[src/rtl/dmem_port_if.sv]
`default_nettype none
// ============================================================================
//  Module      : dmem_port_if
//  Description : Request/acknowledge bus between the M-stage data-memory port
//                (master) and an external variable-latency data memory (slave).
//  Revision    : 1.0  initial release
// ============================================================================
interface dmem_port_if;

    logic        mem_req;    // request held high for the whole transaction
    logic        mem_we;     // 1 = write, 0 = read; valid while mem_req
    logic [31:0] mem_addr;   // word-aligned byte address; valid while mem_req
    logic [31:0] mem_wdata;  // store data; valid while mem_req
    logic        mem_ack;    // one-cycle completion strobe from memory
    logic [31:0] mem_rdata;  // read data, valid in the mem_ack cycle

    // Port side: drives the request, consumes the acknowledge.
    modport master (
        output mem_req,
        output mem_we,
        output mem_addr,
        output mem_wdata,
        input  mem_ack,
        input  mem_rdata
    );

    // Memory side: consumes the request, drives the acknowledge.
    modport slave (
        input  mem_req,
        input  mem_we,
        input  mem_addr,
        input  mem_wdata,
        output mem_ack,
        output mem_rdata
    );

endinterface : dmem_port_if
`default_nettype wire

[src/rtl/dmem_port.sv]
`default_nettype none
// ============================================================================
//  Module      : dmem_port
//  Description : Memory-stage data-memory port of the 5-stage pipeline.
//                Turns an M-stage load/store into one req/ack transaction on
//                an external variable-latency memory, stalls the pipeline
//                while it is outstanding, and returns load data to the M/W
//                register. Misaligned accesses are rejected with a pulse;
//                transactions that never see an ack are aborted after
//                TIMEOUT cycles with a sticky error flag.
//  Revision    : 1.0  initial release
// ============================================================================
module dmem_port #(
    parameter int unsigned TIMEOUT = 16,           // 2..255 BUSY cycles
    parameter logic [31:0] ERRDATA = 32'hDEADBEEF  // load result on timeout
) (
    input  logic        clk,
    input  logic        reset,        // synchronous, active low

    // M-stage access
    input  logic        memreadM,
    input  logic        memwriteM,
    input  logic [31:0] aluoutM,
    input  logic [31:0] writedataM,

    // Results / pipeline control
    output logic [31:0] readdataM,
    output logic        memstall,
    output logic        misaligned,
    output logic        timeout_err,

    // External memory bus
    dmem_port_if.master mem
);

    // Last BUSY cycle index before the transaction is abandoned.
    localparam logic [7:0] c_CNT_LAST = 8'(TIMEOUT - 1);

    typedef enum logic [1:0] {
        S_IDLE = 2'd0,   // waiting for an M-stage access
        S_BUSY = 2'd1,   // request outstanding on the memory bus
        S_DONE = 2'd2    // one un-stalled cycle so the pipeline advances
    } state_t;

    state_t      state_q;
    logic [7:0]  cnt_q;
    logic [7:0]  cnt_d;
    logic [31:0] readdata_q;
    logic        req_q;
    logic        we_q;
    logic [31:0] addr_q;
    logic [31:0] wdata_q;
    logic        misaligned_q;
    logic        timeout_err_q;

    logic        w_access;
    logic        w_aligned;
    logic        w_last;

    // A simultaneous read and write strobe is serviced as a write, because
    // mem_we is taken straight from memwriteM.
    assign w_access  = memreadM | memwriteM;
    assign w_aligned = (aluoutM[1:0] == 2'b00);
    assign w_last    = (cnt_q == c_CNT_LAST);
    assign cnt_d     = cnt_q + 8'd1;

    // Stall must be raised in the detect cycle itself, before the request is
    // registered, so the access instruction cannot slip out of M.
    assign memstall = (state_q == S_BUSY) ||
                      ((state_q == S_IDLE) && w_access && w_aligned);

    // Transaction FSM with all bus and result outputs registered.
    always_ff @(posedge clk) begin
        if (!reset) begin
            state_q       <= S_IDLE;
            cnt_q         <= 8'd0;
            readdata_q    <= 32'd0;
            req_q         <= 1'b0;
            we_q          <= 1'b0;
            addr_q        <= 32'd0;
            wdata_q       <= 32'd0;
            misaligned_q  <= 1'b0;
            timeout_err_q <= 1'b0;
        end else begin
            // misaligned is a single-cycle pulse unless re-armed below
            misaligned_q <= 1'b0;

            case (state_q)
                S_IDLE: begin
                    // mem_ack is deliberately not looked at here: a stray
                    // strobe with no request outstanding is meaningless.
                    if (w_access) begin
                        if (w_aligned) begin
                            addr_q  <= aluoutM;
                            wdata_q <= writedataM;
                            we_q    <= memwriteM;
                            req_q   <= 1'b1;
                            cnt_q   <= 8'd0;
                            state_q <= S_BUSY;
                        end else begin
                            misaligned_q <= 1'b1;
                        end
                    end
                end

                S_BUSY: begin
                    cnt_q <= cnt_d;
                    // An ack in the final allowed cycle still counts as a
                    // normal completion, so it is checked first.
                    if (mem.mem_ack) begin
                        req_q <= 1'b0;
                        if (!we_q) begin
                            readdata_q <= mem.mem_rdata;
                        end
                        state_q <= S_DONE;
                    end else if (w_last) begin
                        req_q         <= 1'b0;
                        timeout_err_q <= 1'b1;
                        if (!we_q) begin
                            readdata_q <= ERRDATA;
                        end
                        state_q <= S_DONE;
                    end
                end

                S_DONE: begin
                    // M-stage strobes still show the completed instruction
                    // here, so they are ignored for this one cycle.
                    state_q <= S_IDLE;
                end

                default: begin
                    state_q <= S_IDLE;
                end
            endcase
        end
    end

    assign readdataM     = readdata_q;
    assign misaligned    = misaligned_q;
    assign timeout_err   = timeout_err_q;
    assign mem.mem_req   = req_q;
    assign mem.mem_we    = we_q;
    assign mem.mem_addr  = addr_q;
    assign mem.mem_wdata = wdata_q;

endmodule : dmem_port
`default_nettype wire

[src/flat_wrapper.sv]
// flat-port wrapper written by rule: the top's interface ports become plain ports
module dmem_port_flat 
#(
    parameter int unsigned TIMEOUT = 16,                                
    parameter logic [31:0] ERRDATA = 32'hDEADBEEF                           
)
  (clk, reset, memreadM, memwriteM, aluoutM, writedataM, readdataM, memstall, misaligned, timeout_err, mem_mem_req, mem_mem_we, mem_mem_addr, mem_mem_wdata, mem_mem_ack, mem_mem_rdata);
  dmem_port_if mem_i ();
  input  logic clk;
  input  logic reset;
  input  logic memreadM;
  input  logic memwriteM;
  input  logic [31:0] aluoutM;
  input  logic [31:0] writedataM;
  output logic [31:0] readdataM;
  output logic memstall;
  output logic misaligned;
  output logic timeout_err;
  output wire logic [$bits(mem_i.mem_req)-1:0] mem_mem_req;
  output wire logic [$bits(mem_i.mem_we)-1:0] mem_mem_we;
  output wire logic [$bits(mem_i.mem_addr)-1:0] mem_mem_addr;
  output wire logic [$bits(mem_i.mem_wdata)-1:0] mem_mem_wdata;
  input wire logic [$bits(mem_i.mem_ack)-1:0] mem_mem_ack;
  input wire logic [$bits(mem_i.mem_rdata)-1:0] mem_mem_rdata;
  assign mem_mem_req = mem_i.mem_req;
  assign mem_mem_we = mem_i.mem_we;
  assign mem_mem_addr = mem_i.mem_addr;
  assign mem_mem_wdata = mem_i.mem_wdata;
  assign mem_i.mem_ack = mem_mem_ack;
  assign mem_i.mem_rdata = mem_mem_rdata;
  dmem_port #(.TIMEOUT(TIMEOUT), .ERRDATA(ERRDATA)) u_core (.clk(clk), .reset(reset), .memreadM(memreadM), .memwriteM(memwriteM), .aluoutM(aluoutM), .writedataM(writedataM), .readdataM(readdataM), .memstall(memstall), .misaligned(misaligned), .timeout_err(timeout_err), .mem(mem_i));
endmodule
[config.mk]
export PLATFORM = sky130hd
export DESIGN_NAME = dmem_port_flat
export DESIGN_NICKNAME = d
export VERILOG_FILES = /design/src/rtl/dmem_port_if.sv /design/src/rtl/dmem_port.sv /design/src/flat_wrapper.sv
export SDC_FILE = /design/constraint.sdc
export NUM_CORES = 1
export LEC_CHECK = 0
export BUFFER_PORTS_ARGS = -buffer_cell sky130_fd_sc_hd__buf_2
export CORE_MARGIN = 2
export CORE_UTILIZATION = 35
export CTS_CLUSTER_DIAMETER = 100
export DETAILED_ROUTE_END_ITERATION = 12
export PLACE_DENSITY = 0.7
export SETUP_SLACK_MARGIN = 0.1
export SLEW_MARGIN = 20
export SYNTH_ARGS = -nofsm -noshare
export SYNTH_HDL_FRONTEND = slang
export SYNTH_SLANG_ARGS = --single-unit
[constraint.sdc]
create_clock -name clk -period 4.19 [get_ports clk]
set_clock_uncertainty 0.2 [all_clocks]
set_input_delay 0.419 -clock clk [delete_from_list [all_inputs] [get_ports clk]]
set_output_delay 0.419 -clock clk [all_outputs]
set_load 0.005 [all_outputs]
==> flow_summary.ini <==
[run_status]
status = finished, final reports clean

[clocking]
h-tree-depth = 3
cts_max_path_buffers = 2
cts_sinks = 110
ctsHoldBuffers = 0
insertion_delay_ns = 0.37
path_clk_slew_ns = 0.10
cts_setup_buffers = 0
cts_tree = yes
post_cts_resized = 0
cts-buffers-inserted = 9
clockRootBuffer = clkbuf_8

[drt]
wirelength_mm = 10.2
drt-initial-drc-count = 224
wl_per_cell_microns = 13.3
drcViolationCount = 0
drtAntennaViolNets = 0
first_pass_iters = 4
avgViaCountPerCell = 4.85
num_vias = 3707

[logic_synthesis]
synth_cell_types = 34
avgSynthCellArea_sq_um = 8.92
synthArstFlopShare_pct = 0
synth_edf_count = 0
syn-num-nets = 542
yosysSeqAreaShare_pct = 56.1
dominantRegCellSynth = dfxtp_1
syn_inst = 440
synth_warnings = 0
synth.ff_latch_count = 110
netlist_area_sq_um = 3930

[critical_path]
cp_top_family = simple AND/OR/NAND/NOR gates
slowest_stage = nand2_1
critPathArrivalTime_ns = 2.37
critPathKind = reg2reg
cp_num_buf_inv = 0
critPathMaxFanout = 32
r2r-start = u_core.state_q[0]
rrSetupSlack_ns = 1.87
end_kind = register
cp.required_ns = 4.25
cp_cell_sequence = nand2b_1 -> nor2_1 -> nand2_1 -> o221a_2
setup.worst_path.start = u_core.state_q[0]
slowest_delay_ns = 0.63
critPathLaunchType = register

[power]
powerDensity_nw_per_um2 = 374
p_leak_nw = 2.37
finalPower_mw = 1.93
ir_drop_mv = 0.209

[floorplanning]
die_h_microns = 110
chipWidth_microns = 110
ios = 202
fp-row-count = 38
dieArea_sq_um = 12100
start_util_pct = 36.0
coreArea_sq_um = 10900

[timing]
finalMaxSlewViolations = 0
whs_ns = 0.0784
worst_pin_slew_ns = 1.07
period_needed_ns = 2.32
clock.fmax_ghz = 0.432
finalSetupTns_ns = 0
fin_ws_ns = 1.87
hold_viol_final = 0
slew_headroom_pct = 28.4
rsz0062_at_grt = false
fin_crit_sh_pct = 55.3
finalSetupViolCount = 0

[cells_and_area]
stdcell_count = 765
nFillCells = 1065
nNetsFinal = 723
seq_area_sq_um = 2200
final_core_util_pct = 47.4
multi_input_area_sq_um = 1560
syn_to_final_growth_pct = 31.4
antennaDiodeCount = 0
mostFrequentLayoutCells = buf_2 (201), nand2_1 (147), dfxtp_1 (110), a21oi_1 (72), o221a_2 (18)
layout_commonest_cell = buf_2
drive_gt1_share_pct = 39.0
fin_area_sq_um = 5160

[hold_path]
hp-class = in2reg
holdCritStartpoint = writedataM[0]

[global_route]
overflow = 0
grtUsageTotal_pct = 16.4
antenna_found_initial = 0
grt_pass1_wl_mm = 15.6
grt_max_degree = 67
grt_pass1_vias = 3427

[flow_run]
maxCapViolations = 0

[placement]
place_area_sq_um = 4950
dp.cells = 749
dp_hpwl_mm = 7.21
port_buffers = 201
pre_cts_slack_ns = 1.65
place_congestion = 0.777
state kept, by name, indices dropped and copies added, names as in the netlist:
name	count
u_core.mem.mem_we	1
u_core.mem.mem_wdata	32
u_core.timeout_err	1
u_core.state_q	2
u_core.mem.mem_addr	32
u_core.misaligned	1
u_core.cnt_q	8
u_core.readdataM	32
u_core.mem.mem_req	1
cell usage after synthesis (2+ instances only):
cell	number	area, sq um
or4_1	2	15.0
buf_6	3	33.8
o22ai_1	8	50.1
nor4_4	2	42.5
clkbuf_1	15	56.3
nor3_1	2	10.0
buf_2	14	70.1
nand3_1	3	15.0
o221a_2	18	203
o21ai_0	4	20.0
o221a_1	6	67.6
nor2b_1	2	12.5
dfxtp_1	110	2200
or3_1	3	18.8
nand2_1	148	556
and2_1	3	18.8
a21oi_1	72	360
nor2_1	7	26.3
o31ai_1	2	15.0
o21a_1	2	15.0
worst paths after layout:
check | cells past startpoint | endpoint
worst max-delay path | 4 | u_core.readdataM[13]
worst min-delay path | 3 | u_core.mem.mem_wdata[0]
worst max register to register | 4 | u_core.readdataM[13]
worst min register to register | 2 | u_core.mem.mem_addr[24]
report_power, final:
| part | switching (mW) | internal, mW | leakage [nW] | total (mW) |
|---|---|---|---|---|
| clock network | 0.340 | 0.286 | 0.102 | 0.626 |
| registers | 0.0202 | 1.08 | 0.894 | 1.10 |
| logic | 0.107 | 0.0926 | 1.37 | 0.200 |
cells by family (layout without fill, tap and decap cells):
group / count (synthesis) / after routing / synth area share, %
xor gates and xnor gates: 1 / 1 / 0.223
adders and majority gates: 1 / 1 / 0.319
DFF: 110 / 110 / 56.1
buffers and inverters: 35 / 220 / 4.46
and+or+nand+nor: 179 / 179 / 19.7
AOI/OAI and AO/OA: 114 / 114 / 19.2
per-layer routing:
layer,share of wire [%],vias up,global-route usage [%]
met3,11,13,5.81
met4,1.4,0,6.78
met5,0,-,0
met1,42,1675,19.3
met2,45,156,27.0
li1,-,1863,-
final cells by class:
type / instances / share of cell area (%)
sequential: 110 / 42.7
clock inverter: 5 / 0.970
clock buffer: 10 / 2.67
multi-input combinational: 295 / 30.2
inverter: 2 / 0.146
tap: 140 / 3.40
timing repair buffer: 203 / 19.9
worst reg2reg max path: stages (launching register included):
cell	delay (ns)
dfxtp_1	0.45
nand2b_1	0.26
nor2_1	0.15
nand2_1	0.63
o221a_2	0.53
Power figures use the tool's default switching activity.
